$ cat src/rtl/frame_scan_ctrl_pkg.sv
// rtl/frame_scan_ctrl_pkg.sv - shared state encoding, colour codes and defaults for frame_scan_ctrl
package frame_scan_ctrl_pkg;

    typedef enum logic [1:0] {
        ST_IDLE  = 2'd0,
        ST_SCAN  = 2'd1,
        ST_DRAIN = 2'd2,
        ST_DONE  = 2'd3
    } state_t;

    localparam logic [1:0] CLR_NONE  = 2'd0;
    localparam logic [1:0] CLR_RED   = 2'd1;
    localparam logic [1:0] CLR_GREEN = 2'd2;
    localparam logic [1:0] CLR_BLUE  = 2'd3;

    localparam int         DEF_IMG_W = 160;
    localparam int         DEF_IMG_H = 120;
    localparam logic [3:0] DEF_CH_TH = 4'h8;

    localparam int          CNT_W   = 15;
    localparam logic [14:0] CNT_MAX = 15'h7FFF;
    localparam int          BX_W    = 8;
    localparam int          BY_W    = 7;

    // Increment that sticks at the top of the counter range
    function automatic logic [CNT_W-1:0] sat_inc(input logic [CNT_W-1:0] c);
        return (c == CNT_MAX) ? c : c + 15'd1;
    endfunction

endpackage

$ cat src/rtl/frame_scan_ctrl_pixel_classify.sv
// rtl/frame_scan_ctrl_pixel_classify.sv - combinational dominant-channel pixel classifier
module pixel_classify
    import frame_scan_ctrl_pkg::*;
#(
    parameter int         DW    = 12,
    parameter logic [3:0] CH_TH = DEF_CH_TH
) (
    input  logic [DW-1:0] i_pix,
    output logic [1:0]    o_cls
);

    localparam int CW = DW / 3;

    logic [CW-1:0] w_r;
    logic [CW-1:0] w_g;
    logic [CW-1:0] w_b;
    logic [CW-1:0] w_th;

    assign w_r  = i_pix[3*CW-1:2*CW];
    assign w_g  = i_pix[2*CW-1:CW];
    assign w_b  = i_pix[CW-1:0];
    assign w_th = CW'(CH_TH);

    // A channel wins only if strictly above both others and at least the threshold
    always_comb begin
        o_cls = CLR_NONE;
        if (w_r > w_g && w_r > w_b && w_r >= w_th) begin
            o_cls = CLR_RED;
        end else if (w_g > w_r && w_g > w_b && w_g >= w_th) begin
            o_cls = CLR_GREEN;
        end else if (w_b > w_r && w_b > w_g && w_b >= w_th) begin
            o_cls = CLR_BLUE;
        end
    end

endmodule

$ cat src/rtl/frame_scan_ctrl.sv
// rtl/frame_scan_ctrl.sv - frame colour scanner; optional red bounding box with FRAME_SCAN_BBOX_EN
module frame_scan_ctrl
    import frame_scan_ctrl_pkg::*;
#(
    parameter int          AW      = 15,
    parameter int          DW      = 12,
    parameter int          IMG_W   = DEF_IMG_W,
    parameter int          IMG_H   = DEF_IMG_H,
    parameter logic [3:0]  CH_TH   = DEF_CH_TH,
    parameter logic [14:0] MIN_CNT = 15'd500
) (
    input  logic             clk,
    input  logic             reset,
    input  logic             start,
    input  logic             abort,
    output logic [AW-1:0]    proc_addr,
    input  logic [DW-1:0]    proc_data,
    output logic             busy,
    output logic             done,
    output logic [1:0]       color,
    output logic [CNT_W-1:0] red_cnt,
    output logic [CNT_W-1:0] green_cnt,
    output logic [CNT_W-1:0] blue_cnt
`ifdef FRAME_SCAN_BBOX_EN
    ,
    output logic [BX_W-1:0]  bbox_xmin,
    output logic [BX_W-1:0]  bbox_xmax,
    output logic [BY_W-1:0]  bbox_ymin,
    output logic [BY_W-1:0]  bbox_ymax
`endif
);

    localparam int          NPIX      = IMG_W * IMG_H;
    localparam logic [AW-1:0] LAST_ADDR = AW'(NPIX - 1);

    state_t            r_state;
    state_t            w_next;
    logic [AW-1:0]     r_addr;
    logic              w_last;
    logic              w_enter_scan;
    logic              w_publish;
    logic [1:0]        w_cls;
    logic [CNT_W-1:0]  r_wr;
    logic [CNT_W-1:0]  r_wg;
    logic [CNT_W-1:0]  r_wb;
    logic [CNT_W-1:0]  r_red_cnt;
    logic [CNT_W-1:0]  r_green_cnt;
    logic [CNT_W-1:0]  r_blue_cnt;
    logic [1:0]        r_color;
    logic [1:0]        w_best_cls;
    logic [CNT_W-1:0]  w_best_cnt;

    assign w_last       = (r_addr == LAST_ADDR);
    assign w_enter_scan = (r_state == ST_IDLE) && (w_next == ST_SCAN);
    assign w_publish    = (r_state == ST_DRAIN) && !abort;

    pixel_classify #(
        .DW    (DW),
        .CH_TH (CH_TH)
    ) u_classify (
        .i_pix (proc_data),
        .o_cls (w_cls)
    );

    // State register
    always_ff @(posedge clk) begin
        if (reset) begin
            r_state <= ST_IDLE;
        end else begin
            r_state <= w_next;
        end
    end

    // Next-state and status outputs; abort wins over start in IDLE and cancels SCAN/DRAIN
    always_comb begin
        w_next = r_state;
        busy   = 1'b0;
        done   = 1'b0;
        case (r_state)
            ST_IDLE: begin
                if (start && !abort) w_next = ST_SCAN;
            end
            ST_SCAN: begin
                busy = 1'b1;
                if (abort)       w_next = ST_IDLE;
                else if (w_last) w_next = ST_DRAIN;
            end
            ST_DRAIN: begin
                busy   = 1'b1;
                w_next = abort ? ST_IDLE : ST_DONE;
            end
            ST_DONE: begin
                done   = 1'b1;
                w_next = ST_IDLE;
            end
            default: w_next = ST_IDLE;
        endcase
    end

    // Address register: counts only while staying in SCAN, otherwise parked at 0
    always_ff @(posedge clk) begin
        if (reset) begin
            r_addr <= '0;
        end else if (r_state == ST_SCAN && w_next == ST_SCAN) begin
            r_addr <= r_addr + 1'b1;
        end else begin
            r_addr <= '0;
        end
    end

    assign proc_addr = r_addr;

    // Working class counters: the pixel on the bus belongs to the address presented this cycle
    always_ff @(posedge clk) begin
        if (reset || w_enter_scan) begin
            r_wr <= '0;
            r_wg <= '0;
            r_wb <= '0;
        end else if (r_state == ST_SCAN) begin
            case (w_cls)
                CLR_RED:   r_wr <= sat_inc(r_wr);
                CLR_GREEN: r_wg <= sat_inc(r_wg);
                CLR_BLUE:  r_wb <= sat_inc(r_wb);
                default:   ;
            endcase
        end
    end

    // Winning class with red > green > blue priority on ties
    always_comb begin
        w_best_cls = CLR_RED;
        w_best_cnt = r_wr;
        if (r_wg > w_best_cnt) begin
            w_best_cls = CLR_GREEN;
            w_best_cnt = r_wg;
        end
        if (r_wb > w_best_cnt) begin
            w_best_cls = CLR_BLUE;
            w_best_cnt = r_wb;
        end
    end

    // Published results change only when a scan completes through DRAIN
    always_ff @(posedge clk) begin
        if (reset) begin
            r_red_cnt   <= '0;
            r_green_cnt <= '0;
            r_blue_cnt  <= '0;
            r_color     <= CLR_NONE;
        end else if (w_publish) begin
            r_red_cnt   <= r_wr;
            r_green_cnt <= r_wg;
            r_blue_cnt  <= r_wb;
            r_color     <= (w_best_cnt < MIN_CNT) ? CLR_NONE : w_best_cls;
        end
    end

    assign red_cnt   = r_red_cnt;
    assign green_cnt = r_green_cnt;
    assign blue_cnt  = r_blue_cnt;
    assign color     = r_color;

`ifdef FRAME_SCAN_BBOX_EN
    localparam logic [BX_W-1:0] X_LAST = BX_W'(IMG_W - 1);

    logic [BX_W-1:0] r_x;
    logic [BY_W-1:0] r_y;
    logic [BX_W-1:0] r_wxmin;
    logic [BX_W-1:0] r_wxmax;
    logic [BY_W-1:0] r_wymin;
    logic [BY_W-1:0] r_wymax;
    logic [BX_W-1:0] r_xmin;
    logic [BX_W-1:0] r_xmax;
    logic [BY_W-1:0] r_ymin;
    logic [BY_W-1:0] r_ymax;

    // Raster coordinates shadow the address so no divider is needed
    always_ff @(posedge clk) begin
        if (reset || w_enter_scan) begin
            r_x <= '0;
            r_y <= '0;
        end else if (r_state == ST_SCAN) begin
            if (r_x == X_LAST) begin
                r_x <= '0;
                r_y <= r_y + 1'b1;
            end else begin
                r_x <= r_x + 1'b1;
            end
        end
    end

    // Working box starts inverted (min=all-ones, max=0) so the first red pixel sets it
    always_ff @(posedge clk) begin
        if (reset || w_enter_scan) begin
            r_wxmin <= '1;
            r_wxmax <= '0;
            r_wymin <= '1;
            r_wymax <= '0;
        end else if (r_state == ST_SCAN && w_cls == CLR_RED) begin
            if (r_x < r_wxmin) r_wxmin <= r_x;
            if (r_x > r_wxmax) r_wxmax <= r_x;
            if (r_y < r_wymin) r_wymin <= r_y;
            if (r_y > r_wymax) r_wymax <= r_y;
        end
    end

    // Box outputs follow the same publish rule as the counts
    always_ff @(posedge clk) begin
        if (reset) begin
            r_xmin <= '1;
            r_xmax <= '0;
            r_ymin <= '1;
            r_ymax <= '0;
        end else if (w_publish) begin
            r_xmin <= r_wxmin;
            r_xmax <= r_wxmax;
            r_ymin <= r_wymin;
            r_ymax <= r_wymax;
        end
    end

    assign bbox_xmin = r_xmin;
    assign bbox_xmax = r_xmax;
    assign bbox_ymin = r_ymin;
    assign bbox_ymax = r_ymax;
`endif

endmodule

$ cat config.mk
export PLATFORM = sky130hd
export DESIGN_NAME = frame_scan_ctrl
export DESIGN_NICKNAME = d
export VERILOG_FILES = /design/src/rtl/frame_scan_ctrl_pkg.sv /design/src/rtl/frame_scan_ctrl_pixel_classify.sv /design/src/rtl/frame_scan_ctrl.sv
export SDC_FILE = /design/constraint.sdc
export NUM_CORES = 1
export LEC_CHECK = 0
export ABC_CLOCK_PERIOD_IN_PS = 4300
export CORE_MARGIN = 2
export CORE_UTILIZATION = 39
export DETAILED_ROUTE_END_ITERATION = 12
export SYNTH_ARGS = -nofsm -noshare
export SYNTH_HDL_FRONTEND = slang
export SYNTH_SLANG_ARGS = --single-unit
$ cat constraint.sdc
create_clock -name clk -period 4.3 [get_ports clk]
set_clock_uncertainty 0.05 [all_clocks]
set_input_delay 1.075 -clock clk [delete_from_list [all_inputs] [get_ports clk]]
set_output_delay 1.075 -clock clk [all_outputs]
set_load 0.02 [all_outputs]
==> parameters.txt, run 1 <==
Parameter                              Value

Critical path
  Maximum net fanout on the critical path ... 16
  Worst path required time ... 4490 ps
  Cell count of the worst reg-to-reg path ... 16
  Worst setup path category ... flip-flop to flip-flop
  CP Data Arrival Time ... 3990 ps
  Critical Path End Type ... flip-flop
  CP startpoint kind ... flip-flop

Power
  Total power density per cell area ... 285 nW/um^2
  Leakage ... 0.00254 uW
  Worst IR Drop VDD ... 0.000179 V

Detailed routing
  Via density per instance ... 5.35
  DR pass1 iterations ... 5
  Remaining DRCs ... 0
  Number of violations reported at the end of detailed-routing iteration 0 ... ~270
  WL per Instance ... 15.5 um
  Final ANT Viol Nets ... 0
  Detailed Route WL ... 15.3 mm
  Routed via count ... 5,294

STA
  Fin crit period ... around 3800 ps
  Final worst hold slack ... 402 ps
  Worst-case headroom to the max-slew limit ... 28.7%
  Unrepaired setup endpoints after global routing ... false
  Final slew viol count ... 0
  Final setup vio count ... 0
  Final period utilization ... 88.2%
  Number of hold violations in the final report ... 0
  Sum of negative setup slack ... 0 ps
  Max frequency ... about 260 MHz
  Tightest Pin Transition ... 1070 ps

Synth
  YS warnings ... 0
  Count of flip-flops with a built-in enable after synthesis ... 0
  Primary FF master, synth ... sky130_fd_sc_hd__dfxtp_1
  Net count of the mapped netlist ... 789
  Share of flip-flops with an asynchronous set or reset after synthesis ... 0%
  Post-Synthesis Mean Instance Area ... 8.03 um^2
  Register bit total from synthesis ... 109
  Largest cells by area after synthesis ... sky130_fd_sc_hd__dfxtp_1 38%, sky130_fd_sc_hd__ha_1 11%, sky130_fd_sc_hd__nand2_1 8.3%, sky130_fd_sc_hd__a21oi_1 7.2%, sky130_fd_sc_hd__nor2_1 3.4%
  Cell taking the most area after synthesis ... sky130_fd_sc_hd__dfxtp_1
  Synthesized instance count ... 723
  Unique masters post-synth ... 50
  Combined area of all synthesized cells ... 5810 um^2
  Synth top area share ... 37.6%
  Fraction of the yosys area taken by sequential cells ... 37.6%

CTS
  Clock sinks ... ~110
  Buffer levels on the longest clock path ... 2
  Clock insertion delay at the later pin of the skew report ... roughly 360 ps
  Post-cts sizing count ... 0
  Clock tree root buffer cell ... sky130_fd_sc_hd__clkbuf_16
  Number of buffers inserted during clock tree synthesis ... 9
  Clock transition at the registers of the reported paths ... 70 ps
  Number of buffers added for setup after CTS ... 0
  TritonCTS clock tree ... built
  Cts hold-fix bufs ... 0
  Number of H-tree branching levels ... 3

Cells and area
  Most frequent standard cell in the layout excluding fill and tap cells ... sky130_fd_sc_hd__nand2_1
  Nets ... 866
  Ant. Diodes ... 0
  Filler cell count ... around 1,500
  Proportion of layout cells with a drive suffix above 1 ... 5.47%
  Synth-to-Final Area Change ... 23.2%
  Most frequent cells in the layout ... 129 x sky130_fd_sc_hd__nand2_1, 109 x sky130_fd_sc_hd__dfxtp_1, 84 x sky130_fd_sc_hd__a21oi_1

Die
  Row cnt ... 44
  Initial Utilization ... 39.9%
  Number of top-level pins ... 80
  Width of the die ... ~130 um
  Die height ... 126 um
  Area of the placeable core ... about 15,000 um^2
  Die Area ... 15,900 um^2

Global route
  Global-route congestion overflow total ... 0
  Number of global-route vias before repair ... 5,137
  Total Routing Usage GR ... 19.8%
  Number of antenna violations at the first check in global routing ... 0
  Maximum number of pins on one net before global-route repair ... between 50 and 60
  Wire length of the first global-routing pass ... 25.5 mm

Run status
  Run status ... complete, no violations

Placement
  Count of input and output buffers ... 79
  Global placement routability congestion ... 0.917
  DP Wirelength ... approximately 11 mm

Hold path
  Worst Hold Depth ... 2
  Class of the most critical hold timing path ... flip-flop to flip-flop

Flow run
  Max Cap Violations ... 0
## synth_stat cells, drive strengths merged, types with 2 or more instances
library cell and number:
or2 2, o21ai 24, or3 15, o211a 2, nand2b 3, o31ai 6, nor3 16, xnor2 20
o211ai 2, dfxtp 109, or4 8, a21boi 2, nor2b 4, mux2i 18, o21a 9, and3 13
nor4 7, nand2 129, nand4b 2, nand3b 3, clkbuf 14, a211oi 3, a21o 3, nand3 29
a21oi 85, nand4 18, xor2 8, and2 5, nor2 52, a41oi 2, buf 16, ha 50
inv 34
## kinds of logic (layout without fill, tap and decap cells)
logic type               Yosys count  count (layout)  share of synthesized area, %
XOR/XNOR                          28              28                          4.22
AND/OR/NAND/NOR                  308             308                          25.2
AO/OA/AOI/OAI                    145             145                          14.4
adder cells (fa/ha/maj)           50              50                          10.8
flip-flops                       109             109                          37.6
multiplexers                      19              19                          3.30
buffers and inverters             64             146                          4.46
## final timing paths
check	startpoint	to	slack, ps
max reg2reg	r_wr[14]$_SDFFE_PP0P_	color[0]$_SDFFE_PP0P_	510
max	r_wr[14]$_SDFFE_PP0P_	color[0]$_SDFFE_PP0P_	510
min	green_cnt[7]$_SDFFE_PP0P_	green_cnt[7]$_SDFFE_PP0P_	400
min reg2reg	green_cnt[7]$_SDFFE_PP0P_	green_cnt[7]$_SDFFE_PP0P_	400
## sequential cells by signal (all words and copies together) (netlist names)
signal     flops
color          2
proc_addr     15
r_wg          15
red_cnt       15
r_wb          15
r_wr          15
green_cnt     15
blue_cnt      15
r_state        2
## metrics by stage
stage          instances  util, %  worst slack (ps)  total power, uW  cell area [um^2]
2_1_floorplan        723        -               852             1100              5810
3_3_place_gp         973     46.9               448             1140              6820
3_5_place_dp         973     46.9               437             1140              6820
4_1_cts              989     49.2               558             2070              7150
5_1_grt              989     49.2               136             2120              7150
6_report             989     49.2               507             2040              7150
## metal layers
metal | global-route usage, % | wire [um] | vias to the layer above
met5 | 0 | 0 | -
met4 | 6.98 | 266 | 0
met2 | 32.6 | 7040 | 125
li1 | - | - | 2684
met3 | 2.89 | 526 | 19
met1 | 26.7 | 7500 | 2466
## area by class of cell
cell class	count	area (um^2)	area share [%]
Timing Repair Buffer	96	913	12.8
Clock inverter	6	92.6	1.29
Inverter	34	128	1.78
Multi-Input combinational cell	550	3370	47.1
Tap cell	184	230	3.22
Clock buffer	10	239	3.34
Sequential cell	109	2180	30.5
## power by group
part,total [uW],switching [uW],internal [uW]
Combinational,105,63.9,41.0
Clock,922,391,531
Sequential,1010,2.51,1010
## critical path, stage by stage, from the launching register on
cell and delay [ps]:
sky130_fd_sc_hd__dfxtp_1 330, sky130_fd_sc_hd__inv_1 70, sky130_fd_sc_hd__ha_1 330, sky130_fd_sc_hd__nand4_1 160, sky130_fd_sc_hd__nor3_1 280, sky130_fd_sc_hd__o31ai_1 140, sky130_fd_sc_hd__a21oi_2 150, sky130_fd_sc_hd__buf_4 290
sky130_fd_sc_hd__mux2i_1 350, sky130_fd_sc_hd__ha_1 310, sky130_fd_sc_hd__a211oi_1 200, sky130_fd_sc_hd__nor2_1 80, sky130_fd_sc_hd__o31ai_1 260, sky130_fd_sc_hd__a21oi_1 190, sky130_fd_sc_hd__a22o_1 240, sky130_fd_sc_hd__a41oi_1 160
sky130_fd_sc_hd__nand2_1 80
Note: power is estimated with default switching activity, not from simulation.
==> inputs of run 2 (changes only) <==
CAP_MARGIN = 20   (was unset)
CORE_MARGIN = unset   (was 2)
==> run 2 against run 1 <==
Against the previous run:
- sequential share of layout area up 0.35 points
- global-route usage up 0.96 points
- die area down 3.1%
- clock power down 11%
- cell count down 0.61%
- fmax down 0.76%
- utilization down 0.56 points
- power down 5.2%
- design area down 1.1%
- register-to-register slack worse by 30 ps
- critical path type unchanged
- largest cell class unchanged
==> parameters.txt, run 2 (synthesized netlist as in run 1, its figures left out) <==
Parameter                              Value

Run status
  Run status ... complete, no violations

CTS
  Clock tree root buffer cell ... sky130_fd_sc_hd__clkbuf_16
  Number of buffers inserted during clock tree synthesis ... 9
  Cts hold-fix bufs ... 0
  Number of H-tree branching levels ... 3
  Buffer levels on the longest clock path ... 2
  Clock insertion delay at the later pin of the skew report ... 360 ps
  Number of buffers added for setup after CTS ... 0
  Clock transition at the registers of the reported paths ... about 70 ps
  Clock sinks ... 109
  Post-cts sizing count ... 0
  TritonCTS clock tree ... built

Detailed routing
  Remaining DRCs ... 0
  WL per Instance ... 15.2 um
  Via density per instance ... 5.38
  DR pass1 iterations ... 5
  Routed via count ... 5,292
  Final ANT Viol Nets ... 0
  Detailed Route WL ... ~15 mm
  Number of violations reported at the end of detailed-routing iteration 0 ... 296

Cells and area
  Synth-to-Final Area Change ... 21.8%
  Ant. Diodes ... 0
  Most frequent cells in the layout ... 129 x sky130_fd_sc_hd__nand2_1, 109 x sky130_fd_sc_hd__dfxtp_1, 84 x sky130_fd_sc_hd__a21oi_1
  Proportion of layout cells with a drive suffix above 1 ... 4.63%
  Final core utilization ... 48.6%
  Most frequent standard cell in the layout excluding fill and tap cells ... sky130_fd_sc_hd__nand2_1
  Nets ... 862
  Filler cell count ... 1,462

Placement
  DP Wirelength ... 11.2 mm
  Global placement routability congestion ... between 0.9 and 1
  Count of input and output buffers ... 79

Critical path
  Worst setup path category ... flip-flop to flip-flop
  Worst path required time ... roughly 4500 ps
  Critical Path End Type ... flip-flop
  CP max-delay cell ... sky130_fd_sc_hd__dfxtp_1
  CP startpoint kind ... flip-flop
  Maximum net fanout on the critical path ... 16
  Critical Path Max Stage Delay ... 460 ps
  CP Data Arrival Time ... 4010 ps
  Cells along the critical path ... inv_1, ha_1, nand4_1, nor3_1, o31ai_1, a21oi_2, buf_4, inv_1, nor2_1, a21oi_1, ha_1, nand4_1, a21oi_1, o31ai_1, a21oi_1, a21boi_0, a32oi_1, o21ai_0
  Top cell by count, worst path ... sky130_fd_sc_hd__a21oi_1

Power
  Sequential share of power ... between 50% and 60%
  Switching power summed over all nets ... 437 uW
  Proportion of power drawn by the clock network ... around 42%
  Leakage ... 0.00250 uW
  Comb pwr share ... under 10%
  Internal Dissipation ... between 1000 and 1500 uW
  Switching Fraction ... 22.6%
  Worst IR Drop VDD ... 0.000165 V
  Total power density per cell area ... 273 nW/um^2

Global route
  Number of global-route vias before repair ... 4,971
  Number of antenna violations at the first check in global routing ... 0
  Maximum number of pins on one net before global-route repair ... 51
  Global-route congestion overflow total ... 0
  Wire length of the first global-routing pass ... approximately 25 mm
  Total Routing Usage GR ... 20.8%

STA
  Number of hold violations in the final report ... 0
  Unrepaired setup endpoints after global routing ... false
  Max frequency ... 262 MHz
  Final setup vio count ... 0
  Fin crit period ... 3820 ps
  Tightest Pin Transition ... 1000 ps
  Final period utilization ... 88.9%
  Final slew viol count ... 0
  Worst-case headroom to the max-slew limit ... 33.0%
  Sum of negative setup slack ... 0 ps

Die
  Initial Utilization ... 39.9%
  Area of the placeable core ... 14,500 um^2
  Number of top-level pins ... 80
  Width of the die ... 124 um
  Die Area ... 15,400 um^2
  Row cnt ... between 40 and 50
  Die height ... about 120 um

Hold path
  Class of the most critical hold timing path ... flip-flop to flip-flop

Flow run
  Max Cap Violations ... 0
-- run 2: cell count changes in the layout (fill, tap and decap cells not counted) --
cell,delta
sky130_fd_sc_hd__clkbuf_1,+1
sky130_fd_sc_hd__clkinvlp_4,-1
sky130_fd_sc_hd__inv_6,-2
sky130_fd_sc_hd__bufinv_16,-1
sky130_fd_sc_hd__clkbuf_8,-1
sky130_fd_sc_hd__buf_4,-4
sky130_fd_sc_hd__clkinv_2,+1
sky130_fd_sc_hd__clkinv_4,+1
-- run 2: power by group through the flow --
| stage | registers [uW] | logic [uW] | clock network [uW] |
|---|---|---|---|
| after global routing | 1010 | 115 | 873 |
| after global placement | 1040 | 103 | 0 |
| after detailed placement | 1040 | 104 | 0 |
| after CTS | 1010 | 105 | 836 |
| final | 1010 | 104 | 817 |
| after floorplan | 1040 | 65.5 | 0 |
-- run 2: area by class of cell --
cell class | count | area, um^2 | area share, %
multi-input cells | 550 | 3370 | 47.6
flip-flops and latches | 109 | 2180 | 30.9
repair buffers | 92 | 883 | 12.5
well taps | 184 | 230 | 3.26
clock buffers | 10 | 229 | 3.24
inverters | 34 | 128 | 1.80
clock inverters | 4 | 51.3 | 0.726
-- run 2: final timing paths --
check                                                from                   endpoint  slack (ps)  depth (start not counted)
worst max register to register      r_wr[13]$_SDFFE_PP0P_      color[1]$_SDFFE_PP0P_         480                         18
worst min-delay path            blue_cnt[12]$_SDFFE_PP0P_  blue_cnt[12]$_SDFFE_PP0P_         400                          2
worst min register to register  blue_cnt[12]$_SDFFE_PP0P_  blue_cnt[12]$_SDFFE_PP0P_         400                          2
worst max-delay path                r_wr[13]$_SDFFE_PP0P_      color[1]$_SDFFE_PP0P_         480                         18
-- run 2: worst max-delay path: cells and delay by family, from the launching register on --
| family | cells | cell delay (ps) |
|---|---|---|
| and+or+nand+nor | 4 | 660 |
| adders and majority gates | 2 | 630 |
| AOI/OAI and AO/OA | 9 | 1330 |
| DFF | 1 | 460 |
| buffers and inverters | 3 | 590 |
-- run 2: metrics by stage --
stage                     hold WS, ps  power [uW]  setup WS, ps  cells  area, um^2
after floorplan                   407        1100           852    723        5810
after global routing              426        2000          30.4    983        7070
after detailed placement          398        1140           418    969        6790
after CTS                         407        1950           495    983        7070
final                             403        1930           478    983        7070
after global placement            395        1140           463    969        6790
-- run 2: metal layers --
metal	part of all wire, %	GRT usage (%)	wire length, um	up-vias
li1	-	-	-	2666
met1	47	27.9	7080	2461
met2	45	33.4	6760	148
met3	5.8	2.79	870	17
met4	1.7	8.56	252	0
met5	0	0	0	-
==> inputs of run 3 (changes only) <==
CORE_UTILIZATION = 35   (was 39)
GPL_TIMING_DRIVEN = 1   (was unset)
==> run 3 against run 2 <==
Against the previous run:
- first-iteration DRC count rose by 34%
- die area rose by 11%
- sequential share of layout area fell by 0.70 points
- via count fell by 1.4%
- non-clock buffer count rose by 8
- cell count rose by 4.3%
- highest routed layer unchanged
- design area rose by 2.3%
- sequential cell count did not move
==> parameters.txt, run 3 (synthesized netlist as in run 1, its figures left out) <==
Parameter                              Value

Run status
  Run status ... complete, no violations

Placement
  Count of input and output buffers ... 79
  DP Wirelength ... 11.0 mm
  Global placement routability congestion ... 0.838

Die
  Width of the die ... 131 um
  Row cnt ... 46
  Initial Utilization ... 36.2%
  Die Area ... about 17,000 um^2
  Number of top-level pins ... 80
  Area of the placeable core ... about 16,000 um^2
  Die height ... 131 um

Critical path
  CP Data Arrival Time ... 4020 ps
  Maximum net fanout on the critical path ... 7
  Critical R2R Launch ... r_wr[11]$_SDFFE_PP0P_
  CP startpoint kind ... flip-flop
  Terminus of the critical flop-to-flop path ... color[0]$_SDFFE_PP0P_
  Critical Path Start ... r_wr[11]$_SDFFE_PP0P_
  Worst path required time ... 4500 ps
  Cell count of the worst reg-to-reg path ... 16
  Setup slack of the worst register-to-register path ... 470 ps
  Worst setup endpoint ... color[0]$_SDFFE_PP0P_
  Worst setup path category ... flip-flop to flip-flop
  Critical Path End Type ... flip-flop

CTS
  Post-cts sizing count ... 0
  Clock tree root buffer cell ... sky130_fd_sc_hd__clkbuf_16
  Cts hold-fix bufs ... 0
  Clock transition at the registers of the reported paths ... 70 ps
  Number of H-tree branching levels ... 3
  Number of buffers inserted during clock tree synthesis ... 9
  TritonCTS clock tree ... built
  Number of buffers added for setup after CTS ... 0
  Clock insertion delay at the later pin of the skew report ... 360 ps
  Clock sinks ... approximately 110
  Buffer levels on the longest clock path ... 2

Power
  Total power density per cell area ... between 200 and 300 nW/um^2
  Leakage ... 0.00257 uW
  Worst IR Drop VDD ... 0.000224 V

Detailed routing
  DR pass1 iterations ... 5
  Routed via count ... 5,216
  Detailed Route WL ... about 15 mm
  Final ANT Viol Nets ... 0
  Number of violations reported at the end of detailed-routing iteration 0 ... 398
  Remaining DRCs ... 0
  WL per Instance ... 14.6 um
  Via density per instance ... 5.09

Global route
  Maximum number of pins on one net before global-route repair ... 46
  Number of antenna violations at the first check in global routing ... 0
  Global-route congestion overflow total ... 0
  Wire length of the first global-routing pass ... about 25 mm
  Total Routing Usage GR ... 18.7%
  Number of global-route vias before repair ... 4,775

Cells and area
  Most frequent standard cell in the layout excluding fill and tap cells ... sky130_fd_sc_hd__nand2_1
  Final core utilization ... between 40 and 50%
  Area taken by multi-input logic gates ... ~3400 um^2
  Synth-to-Final Area Change ... 24.6%
  Ant. Diodes ... 0
  Filler cell count ... 1,644
  Nets ... 870
  Most frequent cells in the layout ... 129 x sky130_fd_sc_hd__nand2_1, 109 x sky130_fd_sc_hd__dfxtp_1, 84 x sky130_fd_sc_hd__a21oi_1
  Proportion of layout cells with a drive suffix above 1 ... approximately 6%
  Reg area ... 2180 um^2

Flow run
  Max Cap Violations ... 0

STA
  Worst-case headroom to the max-slew limit ... around 47%
  Unrepaired setup endpoints after global routing ... false
  Final setup vio count ... 0
  Final period utilization ... 89.0%
  Fin crit period ... roughly 3800 ps
  Tightest Pin Transition ... 790 ps
  Max frequency ... roughly 260 MHz
  Final worst hold slack ... 403 ps
  Number of hold violations in the final report ... 0
  Final slew viol count ... 0
  Sum of negative setup slack ... 0 ps

Hold path
  Class of the most critical hold timing path ... flip-flop to flip-flop
## run 3: worst min-delay path by stage
stage / startpoint / end / slack [ps] / depth (start not counted)
3_3_place_gp: green_cnt[0]$_SDFFE_PP0P_ / green_cnt[0]$_SDFFE_PP0P_ / 390 / 2
6_report: blue_cnt[8]$_SDFFE_PP0P_ / blue_cnt[8]$_SDFFE_PP0P_ / 400 / 2
2_1_floorplan: r_wr[13]$_SDFFE_PP0P_ / red_cnt[13]$_SDFFE_PP0P_ / 410 / 2
5_1_grt: blue_cnt[5]$_SDFFE_PP0P_ / blue_cnt[5]$_SDFFE_PP0P_ / 430 / 2
3_5_place_dp: blue_cnt[5]$_SDFFE_PP0P_ / blue_cnt[5]$_SDFFE_PP0P_ / 400 / 2
4_1_cts: blue_cnt[5]$_SDFFE_PP0P_ / blue_cnt[5]$_SDFFE_PP0P_ / 410 / 2
## run 3: where the power goes
part	switching [uW]	internal, uW	total, uW	leakage [uW]
logic	63.0	44.8	108	0.00153
clock network	418	527	946	0.000167
registers	2.25	1010	1010	0.000878
total	484	1580	2070	0.00257
## run 3: layer usage
| layer | up-vias | global-route usage, % | wire (um) |
|---|---|---|---|
| met4 | 0 | 6.36 | 248 |
| met1 | 2379 | 26.0 | 7500 |
| met5 | - | 0 | 0 |
| met2 | 124 | 28.9 | 6550 |
| met3 | 18 | 3.50 | 646 |
| li1 | 2695 | - | - |
## run 3: metrics by stage
stage	area (um^2)	total power, uW	instances	setup WS, ps
detailed placement	6890	1140	1009	400
CTS	7230	2090	1025	531
global route	7230	2130	1025	151
floorplan	5810	1100	723	852
global placement	6890	1140	1009	422
finish	7230	2070	1025	474
## run 3: critical path, stage by stage (launching register included)
cell	delay (ps)
sky130_fd_sc_hd__dfxtp_1	490
sky130_fd_sc_hd__inv_1	80
sky130_fd_sc_hd__ha_1	290
sky130_fd_sc_hd__nand4_1	130
sky130_fd_sc_hd__nor3_1	280
sky130_fd_sc_hd__o31ai_1	130
sky130_fd_sc_hd__a21oi_2	350
sky130_fd_sc_hd__buf_4	220
sky130_fd_sc_hd__mux2i_1	260
sky130_fd_sc_hd__ha_1	290
sky130_fd_sc_hd__a211oi_1	210
sky130_fd_sc_hd__nor2_1	80
sky130_fd_sc_hd__o31ai_1	200
sky130_fd_sc_hd__a21oi_1	160
sky130_fd_sc_hd__a22o_1	230
sky130_fd_sc_hd__a41oi_1	190
sky130_fd_sc_hd__nand2_1	90
## run 3: final cells by class
| type | instances | share of cell area [%] |
|---|---|---|
| multi-input cells | 550 | 46.6 |
| well taps | 216 | 3.74 |
| clock buffers | 9 | 3.11 |
| flip-flops and latches | 109 | 30.2 |
| repair buffers | 100 | 13.0 |
| clock inverters | 7 | 1.61 |
| inverters | 34 | 1.76 |
